$ cat config.mk
export PLATFORM = sky130hd
export DESIGN_NAME = key_matrix_scanner
export DESIGN_NICKNAME = d
export VERILOG_FILES = /design/src/rtl/key_matrix_scanner_pkg.sv /design/src/rtl/key_row_scanner.sv /design/src/rtl/key_matrix_scanner.sv
export SDC_FILE = /design/constraint.sdc
export NUM_CORES = 1
export LEC_CHECK = 0
export ABC_AREA = 1
export ABC_CLOCK_PERIOD_IN_PS = 3100
export BUFFER_PORTS_ARGS = -buffer_cell sky130_fd_sc_hd__clkbuf_2
export CAP_MARGIN = 20
export CORE_MARGIN = 3
export CORE_UTILIZATION = 30
export DETAILED_ROUTE_END_ITERATION = 16
export PLACE_DENSITY_LB_ADDON = 0.1
export SETUP_SLACK_MARGIN = 0.15
export SYNTH_ARGS = -nofsm -noshare
export SYNTH_HDL_FRONTEND = slang
export SYNTH_SLANG_ARGS = --single-unit
$ cat constraint.sdc
create_clock -name clk -period 3.1 [get_ports clk]
set_input_delay 0.62 -clock clk [delete_from_list [all_inputs] [get_ports clk]]
set_output_delay 0.62 -clock clk [all_outputs]
set_load 0.03 [all_outputs]
$ cat src/rtl/key_matrix_scanner_pkg.sv
// Shared types and constants for the 4x4 keypad scanner: frame result
// classification, debounce FSM state encoding and matrix geometry.
package key_matrix_scanner_pkg;

   localparam int KEY_ROWS = 4;
   localparam int KEY_COLS = 4;

   typedef enum logic [1:0] {
      RES_NONE   = 2'd0,
      RES_SINGLE = 2'd1,
      RES_MULTI  = 2'd2
   } frame_res_t;

   localparam logic [1:0] ST_IDLE      = 2'd0;
   localparam logic [1:0] ST_PRESS_DEB = 2'd1;
   localparam logic [1:0] ST_PRESSED   = 2'd2;
   localparam logic [1:0] ST_REL_DEB   = 2'd3;

endpackage

$ cat src/rtl/key_row_scanner.sv
// Row drive, column synchroniser and per-frame hit accumulation. Emits one
// classified result (none / single key / multiple keys) per full 4-row scan.
module key_row_scanner
   import key_matrix_scanner_pkg::*;
#(
   parameter logic [31:0] SCAN_DIV = 32'd100000
) (
   input  logic                clk,
   input  logic                rst,
   input  logic [KEY_COLS-1:0] col_n_i,
   output logic [KEY_ROWS-1:0] row_n_o,
   output logic                frame_done_o,
   output logic [1:0]          frame_res_o,
   output logic [3:0]          frame_code_o
);

   logic [KEY_COLS-1:0] col_meta_q, col_s_q;
   logic [31:0]         slot_q;
   logic [1:0]          row_idx_q;
   logic [KEY_ROWS-1:0] row_n_q;
   logic [1:0]          hits_q;
   logic [3:0]          code_q;
   logic [1:0]          res_q;
   logic [3:0]          res_code_q;
   logic                res_stb_q, frame_done_q;

   logic                sample;
   logic [KEY_COLS-1:0] pressed;
   logic [2:0]          row_cnt, hits_sum;
   logic [1:0]          row_col, hits_nxt, row_nxt;
   logic [3:0]          code_nxt;

   // NOTE: every variable driven here gets a default first, so no latch can be inferred.
   always_comb begin
      sample   = (slot_q == SCAN_DIV - 32'd1);
      pressed  = ~col_s_q;
      row_nxt  = row_idx_q + 2'd1;
      row_cnt  = {2'b00, pressed[0]} + {2'b00, pressed[1]}
               + {2'b00, pressed[2]} + {2'b00, pressed[3]};
      row_col  = 2'd0;
      for (int c = KEY_COLS - 1; c >= 0; c--) begin
         if (pressed[c]) row_col = c[1:0];
      end
      hits_sum = {1'b0, hits_q} + row_cnt;
      hits_nxt = (hits_sum >= 3'd2) ? 2'd2 : hits_sum[1:0];
      code_nxt = (row_cnt != 3'd0) ? {row_idx_q, row_col} : code_q;
   end

   // NOTE: sequential state is updated with non-blocking assignments only.
   always_ff @(posedge clk or posedge rst) begin
      if (rst) begin
         col_meta_q   <= '1;
         col_s_q      <= '1;
         slot_q       <= '0;
         row_idx_q    <= '0;
         row_n_q      <= 4'b1110;
         hits_q       <= '0;
         code_q       <= '0;
         res_q        <= RES_NONE;
         res_code_q   <= '0;
         res_stb_q    <= 1'b0;
         frame_done_q <= 1'b0;
      end else begin
         col_meta_q   <= col_n_i;
         col_s_q      <= col_meta_q;
         res_stb_q    <= 1'b0;
         frame_done_q <= res_stb_q;
         if (sample) begin
            slot_q    <= '0;
            row_idx_q <= row_nxt;
            row_n_q   <= ~(4'b0001 << row_nxt);
            if (row_idx_q == 2'd3) begin
               // Last row closes the frame; the accumulator restarts empty.
               res_q      <= (hits_nxt == 2'd0) ? RES_NONE :
                             (hits_nxt == 2'd1) ? RES_SINGLE : RES_MULTI;
               res_code_q <= code_nxt;
               res_stb_q  <= 1'b1;
               hits_q     <= '0;
               code_q     <= '0;
            end else begin
               hits_q <= hits_nxt;
               code_q <= code_nxt;
            end
         end else begin
            slot_q <= slot_q + 32'd1;
         end
      end
   end

   assign row_n_o      = row_n_q;
   assign frame_done_o = frame_done_q;
   assign frame_res_o  = res_q;
   assign frame_code_o = res_code_q;

endmodule

$ cat src/rtl/key_matrix_scanner.sv
// 4x4 keypad scanner top: debounces frame results into one press and one
// release event per physical key action; chords and second keys are ignored.
module key_matrix_scanner
   import key_matrix_scanner_pkg::*;
#(
   parameter logic [31:0] SCAN_DIV   = 32'd100000,
   parameter logic [3:0]  DEB_FRAMES = 4'd4
) (
   input  logic                clk,
   input  logic                rst,
   input  logic [KEY_COLS-1:0] col_n,
   output logic [KEY_ROWS-1:0] row_n,
   output logic [3:0]          key_code,
   output logic                key_valid,
   output logic                key_release,
   output logic                key_down
);

   logic       frame_done;
   logic [1:0] frame_res_raw;
   logic [3:0] frame_code;
   frame_res_t frame_res;

   key_row_scanner #(.SCAN_DIV(SCAN_DIV)) u_row_scanner (
      .clk          (clk),
      .rst          (rst),
      .col_n_i      (col_n),
      .row_n_o      (row_n),
      .frame_done_o (frame_done),
      .frame_res_o  (frame_res_raw),
      .frame_code_o (frame_code)
   );

   assign frame_res = frame_res_t'(frame_res_raw);

   logic [1:0] state_q, state_d;
   logic [3:0] deb_q, deb_d, deb_inc;
   logic [3:0] cand_q, cand_d;
   logic [3:0] key_code_q, key_code_d;
   logic       key_valid_q, key_valid_d;
   logic       key_release_q, key_release_d;
   logic       key_down_q, key_down_d;

   always_comb begin
      state_d       = state_q;
      deb_d         = deb_q;
      cand_d        = cand_q;
      key_code_d    = key_code_q;
      key_down_d    = key_down_q;
      key_valid_d   = 1'b0;
      key_release_d = 1'b0;
      deb_inc       = deb_q + 4'd1;
      if (frame_done) begin
         case (state_q)
            ST_IDLE: begin
               if (frame_res == RES_SINGLE) begin
                  cand_d = frame_code;
                  deb_d  = 4'd1;
                  if (DEB_FRAMES == 4'd1) begin
                     state_d     = ST_PRESSED;
                     deb_d       = 4'd0;
                     key_code_d  = frame_code;
                     key_down_d  = 1'b1;
                     key_valid_d = 1'b1;
                  end else begin
                     state_d = ST_PRESS_DEB;
                  end
               end
            end
            ST_PRESS_DEB: begin
               if (frame_res == RES_SINGLE && frame_code == cand_q) begin
                  deb_d = deb_inc;
                  if (deb_inc == DEB_FRAMES) begin
                     state_d     = ST_PRESSED;
                     deb_d       = 4'd0;
                     key_code_d  = cand_q;
                     key_down_d  = 1'b1;
                     key_valid_d = 1'b1;
                  end
               end else begin
                  state_d = ST_IDLE;
                  deb_d   = 4'd0;
               end
            end
            ST_PRESSED: begin
               if (frame_res == RES_NONE) begin
                  deb_d = 4'd1;
                  if (DEB_FRAMES == 4'd1) begin
                     state_d       = ST_IDLE;
                     deb_d         = 4'd0;
                     key_down_d    = 1'b0;
                     key_release_d = 1'b1;
                  end else begin
                     state_d = ST_REL_DEB;
                  end
               end
            end
            ST_REL_DEB: begin
               if (frame_res == RES_NONE) begin
                  deb_d = deb_inc;
                  if (deb_inc == DEB_FRAMES) begin
                     state_d       = ST_IDLE;
                     deb_d         = 4'd0;
                     key_down_d    = 1'b0;
                     key_release_d = 1'b1;
                  end
               end else begin
                  state_d = ST_PRESSED;
                  deb_d   = 4'd0;
               end
            end
            default: state_d = ST_IDLE;
         endcase
      end
   end

   always_ff @(posedge clk or posedge rst) begin
      if (rst) begin
         state_q       <= ST_IDLE;
         deb_q         <= '0;
         cand_q        <= '0;
         key_code_q    <= '0;
         key_valid_q   <= 1'b0;
         key_release_q <= 1'b0;
         key_down_q    <= 1'b0;
      end else begin
         state_q       <= state_d;
         deb_q         <= deb_d;
         cand_q        <= cand_d;
         key_code_q    <= key_code_d;
         key_valid_q   <= key_valid_d;
         key_release_q <= key_release_d;
         key_down_q    <= key_down_d;
      end
   end

   assign key_code    = key_code_q;
   assign key_valid   = key_valid_q;
   assign key_release = key_release_q;
   assign key_down    = key_down_q;

endmodule

======== Yosys cells after proc, flatten, opt, wreduce, memory -nomap -nowiden ========
Index checks and enable logic that the tools add are counted.
Widths: inputs -> output; s select.
cells by class
  shift operators ......................... 1
  $lt $le $gt $ge ......................... 1
  $add $sub $neg .......................... 7
  reductions and logical operators ........ 12
  bitwise operators ....................... 2
  muxes and demuxes ....................... 38
  equality and inequality tests ........... 17
operator list
  cell                   number
  $add 32x1->32 const B  1
  $eq 32x17->1 const B   1
  $mux 32                1
  $mux 2                 14
  $mux 4                 7
  $pmux 4 s4             1
  $mux 1                 13
  $ne 2x2->1 const B     6
  $not 4->4              2
  $pmux 2 s4             1
  $add 3x1->3            2
  $eq 2x1->1 const B     3
  $eq 2x2->1 const B     3
  $logic_not 2->1        3
  $ne 3x3->1 const B     2
  $reduce_and 3->1       2
  $reduce_and 6->1       1
  $reduce_and 5->1       1
  $add 4x1->4 const B    1
  $eq 4x3->1 const B     1
  $eq 4x4->1             1
  $reduce_and 4->1       1
  $shl 1x2->4 const A    1
  $add 2x3->3            1
  8 further kinds        8
word-level totals
  logic and storage cells ................. 96
  register bits after elaboration ......... 77
  output and inout port bits .............. 11

======== Logic depth before layout (Yosys ltp) ========
  word-level depth ........................ 10
  gate-level depth with buffers ........... 10
  gate-level depth less buffers ........... 10

======== Modules after synthesis ========
A second synthesis with hierarchy kept.
unflattened totals
  cell total of the unflattened synthesis .. 564
  area, all modules ....................... 4262.8 um^2
modules (own cells, without submodules)
  module              cells each  area an instance (um^2)  instances  sequential area each (um^2)
  key_row_scanner     443         3320.7                   1          1515.2
  key_matrix_scanner  121         942.2                    1          425.4

======== Worst setup path before layout ========
OpenSTA, ideal clock, no wires.
  kind .................................... register to register
  from .................................... register u_row_scanner.col_s_q[0]
  to ...................................... register u_row_scanner.hits_q[0]
  cell stages (with the launch flop) ...... 11
  buffers on the path ..................... 0
  setup time .............................. 0.074 ns
  slack ................................... 0.493 ns
  data arrival time ....................... 2.533 ns
  data required time ...................... 3.026 ns
  clock period less this slack ............ 2.607 ns
  path through ............................ dfstp_2 inv_1 ha_1 fa_1 ha_1 fa_1 a21oi_1 o21ai_0 nor2_1 nand2_1 o21ai_2
between the ends
  longest elaborated chain between the ends .. 8
ends and longest elaborated chain
  element                     RTL line               RTL
  start, declared             key_row_scanner.sv:17  logic [KEY_COLS-1:0] col_meta_q, col_s_q;
  start signal, assigned      key_row_scanner.sv:65  col_s_q <= col_meta_q;
  $not 4->4 *                 key_row_scanner.sv:36  pressed = ~col_s_q;
  $add 1x1->2 *               key_row_scanner.sv:38  row_cnt = {2'b00, pressed[0]} + {2'b00, pressed[1]}
  $add 3x1->3 * (2 in a row)  key_row_scanner.sv:39  + {2'b00, pressed[2]} + {2'b00, pressed[3]};
  $add 2x3->3 *               key_row_scanner.sv:44  hits_sum = {1'b0, hits_q} + row_cnt;
  $ge 3x2->1                  key_row_scanner.sv:45  hits_nxt = (hits_sum >= 3'd2) ? 2'd2 : hits_sum[1:0];
  $mux 2 *                    key_row_scanner.sv:45
  $mux 2 *                    key_row_scanner.sv:72  if (row_idx_q == 2'd3) begin
  end signal, assigned        key_row_scanner.sv:81  hits_q <= hits_nxt;
  end, declared               key_row_scanner.sv:21  logic [1:0] hits_q;
Mark *: on every way between the ends. The rest lies on a longest branch, timed or not.
A chain may end at the register's enable or synchronous reset.

======== Final worst setup path ========
Same ends and word-level chain as after synthesis.

==> results.toml <==
[run_status]
run_status = "complete, no violations"

[cts]
ctsLongestPathBuffers = 2
htree_num_levels = 3
clk_latency_ps = 340
reg_clk_slew_reported_paths_ps = 60
clk_root_buffer_cell = "sky130_fd_sc_hd__clkbuf_16"
cts_num_sinks = 77
numCtsBuffers = 9
tritoncts = "built"
post-cts-setup-buffer-count = 0

[sta]
timing.fmax_ghz = 0.3587
final_worst_path_period_share_pct = 89.92
finalHoldViolCount = 0
worst_margin_pin_slew_ps = 689.7
timing_max_transition_violations_final = 0
slew_headroom_pct = 53.97
finalWorstPathRequiredPeriod_ps = 2788
report.final.setup_viol = 0
timing.setup.tns_ps = 0
rsz0062_at_grt = "false"
fin_hold_ws_ps = 342.1
layout_setup_ws_ps = 312.5
setup_skew_ps = 9.187

[placed_design]
port_buffers = 16
dp_hpwl_um = 6861
dp_worst_setup_slack_ps = 325.7
gp_congestion = 0.8196

[floorplanning]
die_area_mm2 = 0.01522
coreArea_mm2 = 0.01335
floorplan.die.width_um = 123.4
floorplan.die.height_um = 123.4
boundaryPins = 17
initial_utilization_pct = 30.96
rows = 42

[setup_path]
end_kind = "register"
worst-setup-path-type = "reg2reg"
worst_path_buffer_plus_inverter_count = 1
cp.arrival_ps = 3050
timing.critical_path.slowest_cell_delay_ps = 540
crit_path_start_kind = "register"
critical_path.slowest_cell = "sky130_fd_sc_hd__dfstp_2"
worst_path_dominant_cell_family = "adder cells"
worstPathCellList = "inv_1 > ha_1 > fa_1 > ha_1 > fa_1 > a21oi_1 > o21ai_1 > nor2_1 > nand2_1 > o21ai_2"
required_time_worst_endpoint_ps = 3360
cp_max_fo = 3

[finish]
count_of_antenna_diodes_in_the_layout = 0
area_delta_synth_final_pct = 14.08
fill_cells = 1430
drive_gt1_share_pct = 12.32
fin_nets = 566
final_core_density_pct = 35.32

[route]
wl_final_um = 9021
drt-vias-per-instance = 4.389
vias = 3195
route.antenna.remaining_nets = 0
routed_length_per_placed_instance_um = 12.39
drt_pass1_iterations = 4
post-route-drc-count = 0
dr.first_iter.drc_count = 166

[global_routing]
first_global_vias = 3286
number_of_antenna_violations_at_the_first_check_in_global_routing = 0
grt_first_pass_wirelength_um = 15900
overflow = 0
gr_usage_total_pct = 13.53
grt_max_degree = 42

[power_and_ir_drop]
power.ir.vdd_worst_uv = 326.2
cellLeakagePower_uw = 0.002313
pwr-share-seq_pct = 47.4
net-switching-power_uw = 485.1
internal-power_uw = 1661
pwr-share-clk_pct = 49.3
sw_frac_of_total_pct = 22.61
p_comb_share_pct = 3.3
power.density_mw_per_mm2 = 455.1

[job]
cap_viol_max_count = 0

[yosys]
netlist.top_cell.by_area = "sky130_fd_sc_hd__dfrtp_1"
synthCells = 523
synth_top_cells_by_count = "sky130_fd_sc_hd__nand2_1 (145), sky130_fd_sc_hd__nor2_1 (79), sky130_fd_sc_hd__inv_1 (76)"
synth-warning-count = 0
ys_seq_elements = 77
synth_enable_flop_cells = 0
avgSynthCellArea_um2 = 7.902
dominantRegCellSynth = "sky130_fd_sc_hd__dfrtp_1"
post-synth-top-count-cell = "sky130_fd_sc_hd__nand2_1"
synth_nets = 542
yosys.cell_types.count = 29
synth.cell_area_mm2 = 0.004133
netlist_top_cells_area = "sky130_fd_sc_hd__dfrtp_1 (40%), sky130_fd_sc_hd__nand2_1 (13%), sky130_fd_sc_hd__nor2_1 (7.2%), sky130_fd_sc_hd__dfstp_2 (7.0%), sky130_fd_sc_hd__inv_1 (6.9%)"
async_flop_share_pct = 100.0
post_synthesis_sequential_area_ratio_pct = 46.96
synth_top_area_share_pct = 39.96

[worst_hold_path]
worstHoldPathType = "in2async"
==> repair_timing <==
action                                  4_1_cts  5_1_grt
gates resized for setup                       0        1
hold buffers                                  0        0
endpoints found under the setup margin        0        1
==> metal layers <==
metal  global-route usage [%]  up-vias  wire length (um)
met2                    22.26       41              4281
met1                    16.99     1481              4301
li1                         -     1663                 -
met4                    4.083        0               122
met5                        0        -                 0
met3                    4.300       10               315
==> final timing paths <==
kind / start / to / slack [ps] / cells past startpoint
min in group clk: col_n[1] / u_row_scanner.col_meta_q[1]$_DFF_PP1_ / 350 / 1
max: u_row_scanner.col_s_q[0]$_DFF_PP1_ / u_row_scanner.hits_q[0]$_DFFE_PP0N_ / 310 / 10
max in group asynchronous: rst / u_row_scanner.col_meta_q[0]$_DFF_PP1_ / 2040 / 3
max reg2reg: u_row_scanner.col_s_q[0]$_DFF_PP1_ / u_row_scanner.hits_q[0]$_DFFE_PP0N_ / 310 / 10
min reg2reg: u_row_scanner.res_stb_q$_DFF_PP0_ / u_row_scanner.frame_done_o$_DFF_PP0_ / 360 / 0
min: rst / deb_q[0]$_DFFE_PP0P_ / 340 / 2
==> power groups by stage <==
stage / sequential [uW] / clock [uW] / combinational, uW
after floorplan: 1030 / 0 / 51.5
after global placement: 1040 / 0 / 71.3
after detailed placement: 1040 / 0 / 72.6
after CTS: 1020 / 1110 / 73.3
after global routing: 1020 / 1150 / 84.3
final: 1020 / 1060 / 71.0
==> cell usage in the layout (no fill, tap or decap), types with 2 or more instances in the layout <==
| master | n |
|---|---|
| sky130_fd_sc_hd__nor3_1 | 17 |
| sky130_fd_sc_hd__nor2_2 | 2 |
| sky130_fd_sc_hd__o21ai_0 | 12 |
| sky130_fd_sc_hd__clkbuf_16 | 9 |
| sky130_fd_sc_hd__nor2_4 | 2 |
| sky130_fd_sc_hd__dfrtp_1 | 66 |
| sky130_fd_sc_hd__nand2_2 | 4 |
| sky130_fd_sc_hd__dfstp_2 | 11 |
| sky130_fd_sc_hd__xor2_1 | 25 |
| sky130_fd_sc_hd__nand4_1 | 10 |
| sky130_fd_sc_hd__clkinv_4 | 2 |
| sky130_fd_sc_hd__a21oi_1 | 7 |
| sky130_fd_sc_hd__clkbuf_2 | 16 |
| sky130_fd_sc_hd__clkinv_2 | 3 |
| sky130_fd_sc_hd__fa_1 | 2 |
| sky130_fd_sc_hd__inv_1 | 75 |
| sky130_fd_sc_hd__o21ai_2 | 10 |
| sky130_fd_sc_hd__nand3_1 | 27 |
| sky130_fd_sc_hd__ha_1 | 11 |
| sky130_fd_sc_hd__nand2_1 | 145 |
| sky130_fd_sc_hd__nor2_1 | 79 |
| sky130_fd_sc_hd__xnor2_1 | 3 |
==> state kept, by name, indices dropped and copies added (netlist names), 4 cells and up <==
| register | flops |
|---|---|
| deb_q | 4 |
| u_row_scanner.code_q | 4 |
| key_code | 4 |
| cand_q | 4 |
| u_row_scanner.frame_code_o | 4 |
| u_row_scanner.col_s_q | 4 |
| u_row_scanner.col_meta_q | 4 |
| u_row_scanner.slot_q | 32 |
| u_row_scanner.row_n_o | 4 |
==> final cells by class <==
| cell class | instances | area (um2) | share of cell area [%] |
|---|---|---|---|
| clock buffer | 9 | 225.2 | 4.777 |
| clock inverter | 7 | 73.82 | 1.566 |
| inverter | 77 | 290.3 | 6.157 |
| multi-input combinational | 365 | 1864 | 39.54 |
| sequential | 77 | 1941 | 41.16 |
| tap | 176 | 220.2 | 4.671 |
| timing repair buffer | 17 | 100.1 | 2.123 |
==> cells by family (layout without fill, tap and decap cells) <==
kind of cell,Yosys count,after routing,share of synthesized area [%]
AOI/OAI and AO/OA,32,32,4.844
buffers and inverters,81,110,7.932
adders and majority gates,13,13,4.299
and+or+nand+nor,292,292,30.03
xor gates and xnor gates,28,28,5.934
DFF,77,77,46.96
==> per-stage QoR <==
stage	total power [uW]	instances	cell area, um2
floorplan	1086	523	4133
global placement	1107	712	4415
detailed placement	1108	712	4415
CTS	2202	728	4715
global route	2252	728	4715
finish	2146	728	4715
Note: power is estimated with default switching activity, not from simulation.
